### src/rtl/countdown_timer_ctrl_pkg.sv
// Shared definitions for the BCD countdown timer: digit width, BCD limit,
// timer state encoding and a per-nibble saturation helper.
package countdown_timer_ctrl_pkg;

   localparam int unsigned BCD_BIT_WIDTH = 4;
   localparam logic [BCD_BIT_WIDTH-1:0] BCD_MAX = 4'd9;

   typedef enum logic [1:0] {
      TMR_IDLE,
      TMR_RUN,
      TMR_PAUSE,
      TMR_DONE
   } tmr_state_t;

   // Clamp a nibble into the legal BCD range 0..9.
   function automatic logic [BCD_BIT_WIDTH-1:0] bcd_sat(input logic [BCD_BIT_WIDTH-1:0] n);
      return (n > BCD_MAX) ? BCD_MAX : n;
   endfunction

endpackage

### src/rtl/countdown_timer_ctrl_bcd_digit_down.sv
// One BCD digit of the cascaded down-counter. Decrements when dec is set and
// every lower digit is zero (borrow_in); wraps 0 -> 9 and passes the borrow up.
module bcd_digit_down
   import countdown_timer_ctrl_pkg::*;
#(
   parameter logic [BCD_BIT_WIDTH-1:0] INIT = '0
) (
   input  logic                     clk,
   input  logic                     rst_n,
   input  logic                     dec,
   input  logic                     borrow_in,
   input  logic                     load,
   input  logic [BCD_BIT_WIDTH-1:0] load_val,
   output logic [BCD_BIT_WIDTH-1:0] digit,
   output logic                     borrow_out
);

   // Borrow ripples upward only through digits that are currently zero.
   always_comb begin
      borrow_out = borrow_in && (digit == '0);
   end

   // Digit register: reset to its preset nibble, load beats decrement.
   always_ff @(posedge clk) begin
      if (!rst_n) begin
         digit <= INIT;
      end else if (load) begin
         digit <= load_val;
      end else if (dec && borrow_in) begin
         digit <= (digit == '0) ? BCD_MAX : digit - 1'b1;
      end
   end

endmodule

### src/rtl/countdown_timer_ctrl.sv
// N-digit BCD countdown timer: control FSM, reload register, alarm and
// done pulse around a chain of bcd_digit_down instances.
// Optional build macro TIMER_AUTO_RELOAD_EN: on reaching zero in RUN the
// count reloads and keeps running (a zero reload still ends in DONE).
module countdown_timer_ctrl
   import countdown_timer_ctrl_pkg::*;
#(
   parameter int unsigned                          DIGITS   = 2,
   parameter logic [BCD_BIT_WIDTH*DIGITS-1:0]      INIT_BCD = 8'h30
) (
   input  logic                             clk,
   input  logic                             rst_n,
   input  logic                             tick,
   input  logic                             start_stop,
   input  logic                             clear,
   input  logic                             load,
   input  logic [BCD_BIT_WIDTH*DIGITS-1:0]  load_val,
   output logic [BCD_BIT_WIDTH*DIGITS-1:0]  digits,
   output logic                             running,
   output logic                             done,
   output logic                             done_pulse,
   output logic                             alarm
);

   localparam int unsigned W = BCD_BIT_WIDTH * DIGITS;
   localparam logic [W-1:0] ONE_BCD = {{(W-1){1'b0}}, 1'b1};

`ifdef TIMER_AUTO_RELOAD_EN
   localparam bit AUTO_RELOAD = 1'b1;
`else
   localparam bit AUTO_RELOAD = 1'b0;
`endif

   tmr_state_t                 state;
   logic [W-1:0]               reload;
   logic [W-1:0]               load_clean;
   logic [W-1:0]               dig_src;
   logic                       dig_load;
   logic                       dig_dec;
   logic [BCD_BIT_WIDTH-1:0]   dig_q  [DIGITS];
   logic                       borrow [DIGITS+1];

   logic ev_clear, ev_load, ev_ss, ev_tick;
   logic load_ok, cnt_zero, at_one, run_tick;

   // Resolve same-cycle pulses by priority clear > load > start_stop > tick.
   always_comb begin
      ev_clear = clear;
      ev_load  = load & ~clear;
      ev_ss    = start_stop & ~clear & ~load;
      ev_tick  = tick & ~clear & ~load & ~start_stop;
      load_ok  = ev_load && ((state == TMR_IDLE) || (state == TMR_DONE));
      at_one   = (digits == ONE_BCD);
      run_tick = ev_tick && (state == TMR_RUN) && !cnt_zero;
   end

   // Saturate each preset nibble to 9.
   always_comb begin
      load_clean = '0;
      for (int unsigned i = 0; i < DIGITS; i++) begin
         load_clean[i*BCD_BIT_WIDTH +: BCD_BIT_WIDTH] = bcd_sat(load_val[i*BCD_BIT_WIDTH +: BCD_BIT_WIDTH]);
      end
   end

   // Counter control: parallel load for clear/load/auto-reload, else decrement.
   always_comb begin
      dig_load = 1'b0;
      dig_src  = reload;
      dig_dec  = 1'b0;
      if (ev_clear) begin
         dig_load = 1'b1;
      end else if (load_ok) begin
         dig_load = 1'b1;
         dig_src  = load_clean;
      end else if (run_tick) begin
         if (at_one && AUTO_RELOAD && (reload != '0)) begin
            dig_load = 1'b1;
         end else begin
            dig_dec = 1'b1;
         end
      end
   end

   // Digit 0 always sees a borrow; the borrow out of the top digit means all digits are zero.
   assign borrow[0] = 1'b1;
   assign cnt_zero  = borrow[DIGITS];

   for (genvar g = 0; g < DIGITS; g++) begin : g_digit
      bcd_digit_down #(
         .INIT (INIT_BCD[g*BCD_BIT_WIDTH +: BCD_BIT_WIDTH])
      ) u_digit (
         .clk        (clk),
         .rst_n      (rst_n),
         .dec        (dig_dec),
         .borrow_in  (borrow[g]),
         .load       (dig_load),
         .load_val   (dig_src[g*BCD_BIT_WIDTH +: BCD_BIT_WIDTH]),
         .digit      (dig_q[g]),
         .borrow_out (borrow[g+1])
      );
   end

   // Pack the per-digit registers into the output bus.
   always_comb begin
      digits = '0;
      for (int unsigned i = 0; i < DIGITS; i++) begin
         digits[i*BCD_BIT_WIDTH +: BCD_BIT_WIDTH] = dig_q[i];
      end
   end

   // Control FSM with registered status outputs, reload register and alarm.
   always_ff @(posedge clk) begin
      if (!rst_n) begin
         state      <= TMR_IDLE;
         reload     <= INIT_BCD;
         running    <= 1'b0;
         done       <= 1'b0;
         done_pulse <= 1'b0;
         alarm      <= 1'b0;
      end else begin
         done_pulse <= 1'b0;
         if (ev_clear) begin
            state   <= TMR_IDLE;
            running <= 1'b0;
            done    <= 1'b0;
            alarm   <= 1'b0;
         end else if (ev_load) begin
            if (load_ok) begin
               reload  <= load_clean;
               state   <= TMR_IDLE;
               running <= 1'b0;
               done    <= 1'b0;
               alarm   <= 1'b0;
            end
         end else if (ev_ss) begin
            unique case (state)
               TMR_IDLE: begin
                  if (!cnt_zero) begin
                     state   <= TMR_RUN;
                     running <= 1'b1;
                  end else begin
                     state      <= TMR_DONE;
                     done       <= 1'b1;
                     done_pulse <= 1'b1;
                  end
               end
               TMR_RUN: begin
                  state   <= TMR_PAUSE;
                  running <= 1'b0;
               end
               TMR_PAUSE: begin
                  state   <= TMR_RUN;
                  running <= 1'b1;
               end
               default: ;
            endcase
         end else if (ev_tick) begin
            if (run_tick && at_one) begin
               done_pulse <= 1'b1;
               // A reload of zero would spin at zero, so it terminates like a normal run.
               if (!(AUTO_RELOAD && (reload != '0))) begin
                  state   <= TMR_DONE;
                  running <= 1'b0;
                  done    <= 1'b1;
               end
            end else if (state == TMR_DONE) begin
               alarm <= ~alarm;
            end
         end
      end
   end

endmodule

### config.mk
export PLATFORM = sky130hd
export DESIGN_NAME = countdown_timer_ctrl
export DESIGN_NICKNAME = d
export VERILOG_FILES = /design/src/rtl/countdown_timer_ctrl_pkg.sv /design/src/rtl/countdown_timer_ctrl_bcd_digit_down.sv /design/src/rtl/countdown_timer_ctrl.sv
export SDC_FILE = /design/constraint.sdc
export NUM_CORES = 1
export LEC_CHECK = 0
export CORE_ASPECT_RATIO = 2
export CORE_MARGIN = 4
export CORE_UTILIZATION = 33
export CTS_BUF_LIST = sky130_fd_sc_hd__clkbuf_4
export CTS_CLUSTER_SIZE = 10
export DETAILED_ROUTE_END_ITERATION = 7
export SYNTH_ARGS = -nofsm -noshare
export SYNTH_HDL_FRONTEND = slang
export SYNTH_HIERARCHICAL = 1
export SYNTH_SLANG_ARGS = --single-unit
### constraint.sdc
create_clock -name clk -period 2.6 [get_ports clk]
set_clock_uncertainty 0.1 [all_clocks]
set_input_delay 0.26 -clock clk [delete_from_list [all_inputs] [get_ports clk]]
set_output_delay 0.26 -clock clk [all_outputs]
set_load 0.02 [all_outputs]
### Word-level counts from Yosys, hierarchy flattened

Index checks and enable logic that the tools add are counted.

* word-level logic and storage cells: 103
* bits in registers: 22
* bits of input ports: 14
* output and inout port bits: 12

* muxes and demuxes: 45
* reduce and logical (&&, ||, !) cells: 24
* bitwise logic cells: 11
* add/sub/neg operators: 2
* order comparisons: 2
* equality and inequality tests: 11

Operator list (number)
* $mux 4: 8
* $mux 1: 27
* $mux 8: 2
* $reduce_and 5->1: 3
* $mux 2: 6
* $eq 8x1->1 const B: 1
* $gt 4x4->1 const B: 2
* $logic_not 4->1: 2
* $reduce_bool 2->1: 4
* $sub 4x1->4 const B: 2
* $and 1x1->1: 6
* $logic_and 1x1->1: 6
* $ne 3x2->1 const B: 2
* $pmux 2 s3: 1
* $reduce_bool 3->1: 2
* $ne 5x2->1 const B: 1
* $not 1->1: 5
* $eq 2x2->1 const B: 2
* $ne 2x2->1 const B: 2
* $ne 4x4->1 const B: 1
* $reduce_and 4->1: 1
* $pmux 1 s3: 1
* $reduce_or 3->1: 1
* $eq 2x1->1 const B: 1
* other kinds (6): 6

### Depth between registers and ports, before layout

Gate-level depths: netlist of the first run.

* depth after elaboration: 12
* depth in mapped cells: 9
* mapped depth without buffers: 9

### By module

The synthesis of the first run kept the hierarchy.

By module, submodules not included
* countdown_timer_ctrl: instances 1, sequential area each 280.3 µm², area an instance 830.8 µm², cells each 100
* bcd_digit_down (g_digit[1].u_digit): instances 1, sequential area each 80.1 µm², area an instance 235.2 µm², cells each 27
* bcd_digit_down (g_digit[0].u_digit): instances 1, sequential area each 80.1 µm², area an instance 221.5 µm², cells each 24

### Least setup slack after synthesis of the first run

Ideal clock, no wire load.

* path kind: register -> register
* start: register g_digit[0].u_digit.digit[2]
* end: register g_digit[0].u_digit.digit[3]
* data arrival time: 2.355 ns
* cell stages (with the launch flop): 10
* required time: 2.426 ns
* slack: 0.071 ns
* period minus slack after synthesis: 2.529 ns
* cell sequence: dfxtp_1 nor4_1 and2_2 or2b_1 nor4_1 nand2b_1 nor2_1 nand3b_4 or4_1 a31oi_1

RTL lines
* from (decl): line countdown_timer_ctrl_bcd_digit_down.sv:14 `output logic [BCD_BIT_WIDTH-1:0] digit,`
* from (signal assigned): line countdown_timer_ctrl_bcd_digit_down.sv:28 `digit <= load_val;`
* from (signal assigned): line countdown_timer_ctrl_bcd_digit_down.sv:30 `digit <= (digit == '0) ? BCD_MAX : digit - 1'b1;`

==> metrics, run 1 <==
largest net degree at the start of global routing=13; htree depth=1; port bufs=25; post-synthesis compound-gate area fraction=a little over a fifth; final slew viol count=0; vias per inst=approximately 5.2; hpwl dp=2690 um; vias in the first global route=approximately 1300; first-pass GRT wire length=5390 um; total number of vias=between 1000 and 1500; syn_area_per_cell=between 8 and 9 um^2; clock buffer depth=2; Netlist Area Pre-Place=roughly 1300 um^2; fin crit share=between 90 and 100%; post-synthesis mux area share=under 10%; Max Cap Violations=0; gr ovfl total=0; FF+latch area=440 um^2; post-cts resize count=0; CP startpoint kind=register; M2 GR Usage=between 20% and 30%; Antenna Diode Count=0; Vert. Die Dim=between 90 and 100 um; Post-Synth Simple-Gate Area=34.7%; Pwr per Cell Area=403 nW/um^2; CP Capture Type=register; clock root cell=clkbuf_4; CP max FO=6; Placed Cells=approximately 240; hold_buf cts=0; combinational power share=between 20% and 30%; Setup Buffers After CTS=0; core area=3680 um^2; Pleak=between 0.7 and 0.8 nW; Cells after Synth=151; layout cells sized above 1=between 15 and 20%; ys async rst share=0%; GRT busiest layer=met2; Sw Pwr=around 0.2 mW; Fin Setup TNS=0 ns; Post-route DRC=0; WL per Instance=around 14 um; Synth-to-Final Area Change=34.6%; post-synthesis sequential area ratio=34.2%; #FFs+latches synth=22; DRT Pass-1 Iters=4; Rows=31; drt first-iter violations=18; Int Pwr=a little under 0.5 mW; Util after Layout=about 47%; outcome=completed; Setup violations, final=0; largest family of logic cells by synthesized area=simple AND/OR/NAND/NOR gates; total CTS buffers=3; Worst Path Arrival=~2.5 ns; HP Class=register to register; worst vdd ir=between 0.3 and 0.4 mV; Reg power frac=52.6%; die width=approximately 52 um; switch share=roughly 30%; post-place instance area=1690 um^2; Antenna Nets Post-Route=0; Worst-path clk slew=0.13 ns; CTS tree=built; EDFF count, synth=0; Synth Area in Adders=~5%; number of fill cells=around 390; I/O pins=26; final cell count without fillers=242; Final Instance Area=between 1500 and 2000 um^2; fin crit period=roughly 2.4 ns; Distinct cells, synth=slightly above 50; f_max=~410 MHz; Yosys warning count=6; crit path kind=register to register; Primary FF master, synth=dfxtp_1; die footprint=around 5000 um^2; Synth Area in XOR/XNOR=0%; Multi-input gate area=around 830 um^2; clock share of power=a little under a quarter; M3 GR Usage=2.02%; final wirelength=roughly 3300 um; Initial Utilization=approximately a third; clock latency on the worst-skew pair=~0.31 ns; Layout Nets=roughly 210; met1 usage=about 13%; Placer Congestion=0.770; Required @ worst endpoint=2.70 ns; total track usage=between 10% and 20%; Final Hold Fails=0; initial antenna violation count=0; CTS sink cnt=22
[per-layer routing]
layer / part of all wire (%) / vias to the layer above
met1: 37 / 595
met4: 1.4 / 0
li1: - / 630
met5: 0 / -
met2: 58 / 24
met3: 3.0 / 4
[registers in the layout, summed over array words and instances, names as in the netlist]
register	cells
alarm	1
state	2
done_pulse	1
g_digit.u_digit/digit	8
running	1
reload	8
done	1
[layout by cell type, fill, tap and decap left out, drive strengths merged, types with 3 or more instances in the layout]
| master | Yosys | final |
|---|---|---|
| clkdlybuf4s50 | 0 | 25 |
| nand2b | 4 | 4 |
| nand2 | 24 | 24 |
| a31oi | 3 | 3 |
| ha | 5 | 5 |
| inv | 6 | 6 |
| nor2 | 6 | 6 |
| clkbuf | 3 | 3 |
| o21ai | 11 | 11 |
| a21oi | 8 | 8 |
| conb | 1 | 4 |
| dfxtp | 22 | 22 |
| and2 | 7 | 7 |
| a21o | 3 | 3 |
| nand3b | 6 | 6 |
| buf | 1 | 14 |
| nand3 | 7 | 7 |
[power groups by stage]
stage	logic, mW	clock network (mW)	registers [mW]
after floorplan	0.0748	0	0.385
after global placement	0.160	0	0.374
after detailed placement	0.163	0	0.374
after CTS	0.163	0.172	0.367
after global routing	0.180	0.185	0.371
final	0.165	0.167	0.367
[cell type report]
type,count,share of cell area (%)
clock buffers,3,1.30
flip-flops and latches,22,25.4
inverters,6,1.30
clock inverters,1,0.217
multi-input cells,122,47.7
well taps,49,3.54
repair buffers,39,20.5
[Yosys cell counts (2+ instances only)]
master,n,area share (%)
o21ai_0,10,3.9
nand2b_1,4,1.9
clkbuf_1,3,0.87
mux2i_1,2,1.6
or4_1,2,1.2
nand3_1,7,2.7
a31oi_1,3,1.5
a21oi_1,8,3.1
ha_1,5,4.9
nor2_1,6,1.7
nand3b_1,5,2.9
dfxtp_1,22,34
nor2b_1,2,0.97
and2_1,6,2.9
nor4_1,2,0.97
nand2_1,23,6.7
inv_1,6,1.7
a21o_1,2,1.2
[through the flow]
step	power, mW	hold WS (ns)	setup slack [ns]
6_report	0.699	0.360	0.189
5_1_grt	0.736	0.385	-0.00195
4_1_cts	0.702	0.370	0.0872
3_5_place_dp	0.537	0.351	0.104
3_3_place_gp	0.534	0.341	0.218
2_1_floorplan	0.460	0.222	0.0712
[worst paths after layout]
check,from,to,slack [ns],cells past startpoint
worst max-delay path,g_digit[0].u_digit/digit[0],g_digit[0].u_digit/digit[2],0.19,10
worst min-delay path,done,done,0.36,2
worst max register to register,g_digit[0].u_digit/digit[0],g_digit[0].u_digit/digit[2],0.19,10
worst min register to register,done,done,0.36,2
[critical path, stage by stage (launching register included)]
cell and delay [ns]:
dfxtp_1 0.38, nor4_2 0.28, and2_4 0.21, or2b_1 0.25, nor4_2 0.17, nand2b_1 0.16
nor2_1 0.06, buf_4 0.15, and4bb_1 0.23, a211oi_1 0.24, a311oi_1 0.06
[logic make-up (layout without fill, tap and decap cells)]
kind of cell | after synthesis | in the layout
compound gates | 38 | 38
other cells | 1 | 4
mux | 2 | 2
simple gates | 73 | 73
flops | 22 | 22
buf+inv | 10 | 49
fa+ha+maj | 5 | 5
(Power assumes the default switching activity.)
==> run 2, diff against run 1 <==
- CELL_PAD_IN_SITES_DETAIL_PLACEMENT: not set -> 0
- CELL_PAD_IN_SITES_GLOBAL_PLACEMENT: not set -> 1
- DONT_BUFFER_PORTS: not set -> 1
- PLACE_DENSITY_LB_ADDON: not set -> 0.1
==> metrics, run 2 (same netlist as run 1, synthesis figures left out) <==
Pwr per Cell Area=between 400 and 500 nW/um^2; Worst-path clk slew=about 0.13 ns; Worst slew margin=about two thirds; Max Cap Violations=0; fin crit share=between 90% and 100%; combinational power share=between 15 and 20%; metal2 WL=2000 um; RSZ-0062 raised after global routing=false; f_max=around 420 MHz; core area=around 3700 um^2; clock share of power=35.1%; HP Class=input pin to register; CTS sink cnt=22; htree depth=1; WL per Instance=approximately 16 um; total power=around 0.76 mW; I/O pins=26; largest registers=g_digit.u_digit/digit x8, reload x8, state x2; Reg power frac=between 40% and 50%; final wirelength=about 3500 um; Util after Layout=41.6%; Initial Utilization=34.9%; uppermost layer routed=met4; CTS tree=built; Setup Buffers After CTS=0; fin crit period=2.38 ns; CP max FO=6; hpwl dp=around 2700 um; layout cells sized above 1=between 10% and 20%; CP Capture Type=register; vias in the first global route=between 1000 and 1500; Worst-Margin Slew=0.517 ns; total number of vias=approximately 1200; r2r setup slk=between 0.2 and 0.25 ns; DRT Pass-1 Iters=4; Vert. Die Dim=96.3 um; worst vdd ir=between 0.2 and 0.3 mV; first-pass GRT wire length=roughly 5600 um; crit path kind=register to register; met3 WL=approximately 210 um; Min Hold Slack=between 0.02 and 0.025 ns; Synth-to-Final Area Change=19.1%; gr ovfl total=0; Antenna Nets Post-Route=0; Rows=31; outcome=completed; Int Pwr=~0.57 mW; Worst Path Arrival=about 2.5 ns; vias per inst=5.42; M1 WL=around 1100 um; die width=52.2 um; clock root cell=clkbuf_4; Required @ worst endpoint=around 2.7 ns; die footprint=~5000 um^2; total track usage=between 10% and 20%; drt first-iter violations=19; Layout Nets=roughly 190; Setup violations, final=0; Post-route DRC=0; final slew viol count=0; largest net degree at the start of global routing=16; clock latency on the worst-skew pair=0.32 ns; Antenna Diode Count=0; most frequent cells in the layout=nand2_1 (23), dfxtp_1 (22), buf_4 (12), o21ai_0 (10), a21oi_1 (8); switch share=between 20% and 30%; initial antenna violation count=0; total CTS buffers=3; clock buffer depth=2; CP startpoint kind=register; commonest non-fill, non-tap cell in the layout=nand2_1; Pleak=~0.63 nW; port bufs=0; Placer Congestion=approximately 0.75; Final Hold Fails=0; Sw Pwr=~0.20 mW; Fin Setup TNS=0 ns
run 2: critical path, cell delays in order (launching register included):
cell and delay [ns]:
dfxtp_1 0.41, inv_1 0.10, ha_1 0.37, nor3b_2 0.25
buf_4 0.18, nand2_1 0.05, o22ai_1 0.18, nand2_1 0.07
dlygate4sd3_1 0.57
run 2: path summary, 6_finish.rpt:
check,from,endpoint,depth (start not counted)
min,load,state[0],3
max,state[0],reload[4],8
max reg2reg,state[0],reload[4],8
min reg2reg,reload[5],reload[5],2
run 2: final cells by class:
class	instances	area [um^2]
flip-flops and latches	22	440
multi-input cells	122	837
repair buffers	15	120
inverters	6	22.5
fillers	393	2150
clock inverters	1	30.0
clock buffers	3	22.5
well taps	49	61.3
run 2: routing by layer:
layer / vias to the layer above / global-route usage, %
met2: 33 / 29.6
met1: 557 / 13.7
li1: 580 / -
met3: 11 / 3.57
met5: - / 0
met4: 0 / 9.59
run 2: metrics by stage:
step / setup WS [ns] / instances / cell area [um^2]
floorplan: 0.0712 / 154 / 1300
global placement: 0.163 / 211 / 1430
detailed placement: 0.0733 / 211 / 1430
CTS: 0.0532 / 218 / 1510
global route: 0.0287 / 218 / 1530
finish: 0.220 / 218 / 1530
run 2: power groups by stage:
| stage | combinational [mW] | clock [mW] | sequential [mW] |
|---|---|---|---|
| 2_1_floorplan | 0.0748 | 0 | 0.385 |
| 3_3_place_gp | 0.116 | 0 | 0.377 |
| 3_5_place_dp | 0.118 | 0 | 0.377 |
| 4_1_cts | 0.124 | 0.279 | 0.369 |
| 5_1_grt | 0.141 | 0.285 | 0.372 |
| 6_report | 0.126 | 0.269 | 0.370 |
run 2: repair_timing:
action	CTS	global route
resized for setup	0	6
endpoints found under the setup margin	0	9
hold buffers	3	0
hold endpoints to repair	16	0
==> run 3, diff against run 2 <==
- CTS_CLUSTER_DIAMETER: not set -> 80
- RECOVER_POWER: not set -> 100
==> metrics, run 3 (same netlist as run 1, synthesis figures left out) <==
outcome=completed; Placer Congestion=around 0.75; worst vdd ir=around 0.28 mV; Slowest-stage cell, CP=dlygate4sd3_1; vias per inst=roughly 5.4; Max Cap Violations=0; combinational power share=between 15 and 20%; vias in the first global route=around 1200; CTS sink cnt=22; final slew viol count=0; Initial Utilization=34.9%; Int Pwr=0.557 mW; I/O pins=26; die width=around 52 um; most frequent cells in the layout=nand2_1 (23), dfxtp_1 (22), o21ai_0 (11), a21oi_1 (8), nand3_1 (7); HP Class=input pin to register; largest registers=g_digit.u_digit/digit x8, reload x8, state x2; total number of vias=1181; clock share of power=35.7%; Required @ worst endpoint=~2.7 ns; RSZ-0062 raised after global routing=false; Pwr per Cell Area=508 nW/um^2; die footprint=about 5000 um^2; final wirelength=around 3500 um; htree depth=1; Worst-Margin Slew=0.517 ns; CTS tree=built; Pleak=a little under 0.6 nW; clock buffer depth=2; clock root cell=clkbuf_4; Setup Buffers After CTS=0; r2r setup slk=~0.18 ns; CP Capture Type=register; CP max FO=6; hpwl dp=roughly 2700 um; Rows=31; post-place instance area=approximately 1400 um^2; CP max stage delay=between 0.5 and 0.6 ns; Worst-path clk slew=approximately 0.13 ns; Synth-to-Final Area Change=15.4%; fin crit period=roughly 2.4 ns; drt first-iter violations=22; core area=~3700 um^2; family with the most delay on the worst path=buffers and inverters; worst-path cell chain=inv_1 -> ha_1 -> nor3b_2 -> clkbuf_2 -> nand2_1 -> o22ai_1 -> nand2_1 -> dlygate4sd3_1; Buf/Inv on CP=3; port bufs=0; Worst slew margin=between 60 and 70%; commonest non-fill, non-tap cell in the layout=nand2_1; Setup violations, final=0; Min Hold Slack=around 0.022 ns; Post-route DRC=0; final cell count without fillers=218; Antenna Nets Post-Route=0; Vert. Die Dim=96.3 um; Util after Layout=between 40 and 50%; CP startpoint kind=register; Sw Pwr=about 0.2 mW; gr ovfl total=0; f_max=413 MHz; switch share=about a quarter; WL per Instance=around 16 um; Placed Cells=211; Final Instance Area=about 1500 um^2; first-pass GRT wire length=~5600 um; Worst Path Arrival=around 2.6 ns; initial antenna violation count=0; total CTS buffers=3; layout cells sized above 1=around 14%; Layout Nets=approximately 190; crit path kind=register to register; Fin Setup TNS=0 ns; Final Hold Fails=0; Antenna Diode Count=0; total track usage=between 10% and 20%; Reg power frac=roughly 49%; number of fill cells=a little over 400; DRT Pass-1 Iters=4; clock latency on the worst-skew pair=roughly 0.32 ns; largest net degree at the start of global routing=16; fin crit share=approximately 93%; crit-path most repeated cell=nand2_1
==> run 3: final timing paths <==
kind,startpoint,cells after the start,end
setup reg to reg,state[0],8,reload[4]
hold reg to reg,reload[5],2,reload[5]
hold / removal,load,3,state[0]
setup / recovery,state[0],8,reload[4]
==> run 3: routing by layer <==
metal	wire length (um)	global-route usage [%]	up-vias
met5	0	0	-
met1	1140	13.7	551
li1	-	-	581
met3	222	3.57	11
met4	142	9.59	0
met2	1990	29.6	38
==> run 3: power by group through the flow <==
stage / clock network (mW) / registers [mW] / logic (mW)
finish: 0.270 / 0.369 / 0.116
global route: 0.285 / 0.371 / 0.131
CTS: 0.279 / 0.369 / 0.124
detailed placement: 0 / 0.377 / 0.118
global placement: 0 / 0.377 / 0.116
floorplan: 0 / 0.385 / 0.0748
==> run 3: layout make-up <==
type	instances	area, um^2	share of cell area, %
inverter	6	22.5	1.52
clock buffer	3	22.5	1.52
multi-input combinational	122	813	54.8
clock inverter	1	30.0	2.02
tap	49	61.3	4.13
sequential	22	440	29.7
timing repair buffer	15	95.1	6.40
==> run 3: what timing repair did <==
item / CTS / global route
setup endpoints to repair: 0 / 9
endpoints found under the hold margin: 16 / 0
gates resized for setup: 0 / 6
hold buffers: 3 / 0
==> run 3: metrics by stage <==
stage / setup WS [ns] / power, mW
finish: 0.177 / 0.755
global route: 0.0323 / 0.787
CTS: 0.0532 / 0.773
detailed placement: 0.0733 / 0.495
global placement: 0.163 / 0.493
floorplan: 0.0712 / 0.460
==> run 3: worst register-to-register path, delay by kind of cell, from the launching register on <==
kind / cells / cell delay, ns
adders and majority gates: 1 / 0.37
AOI/OAI and AO/OA: 1 / 0.18
and+or+nand+nor: 3 / 0.39
buffers and inverters: 3 / 0.88
DFF: 1 / 0.41
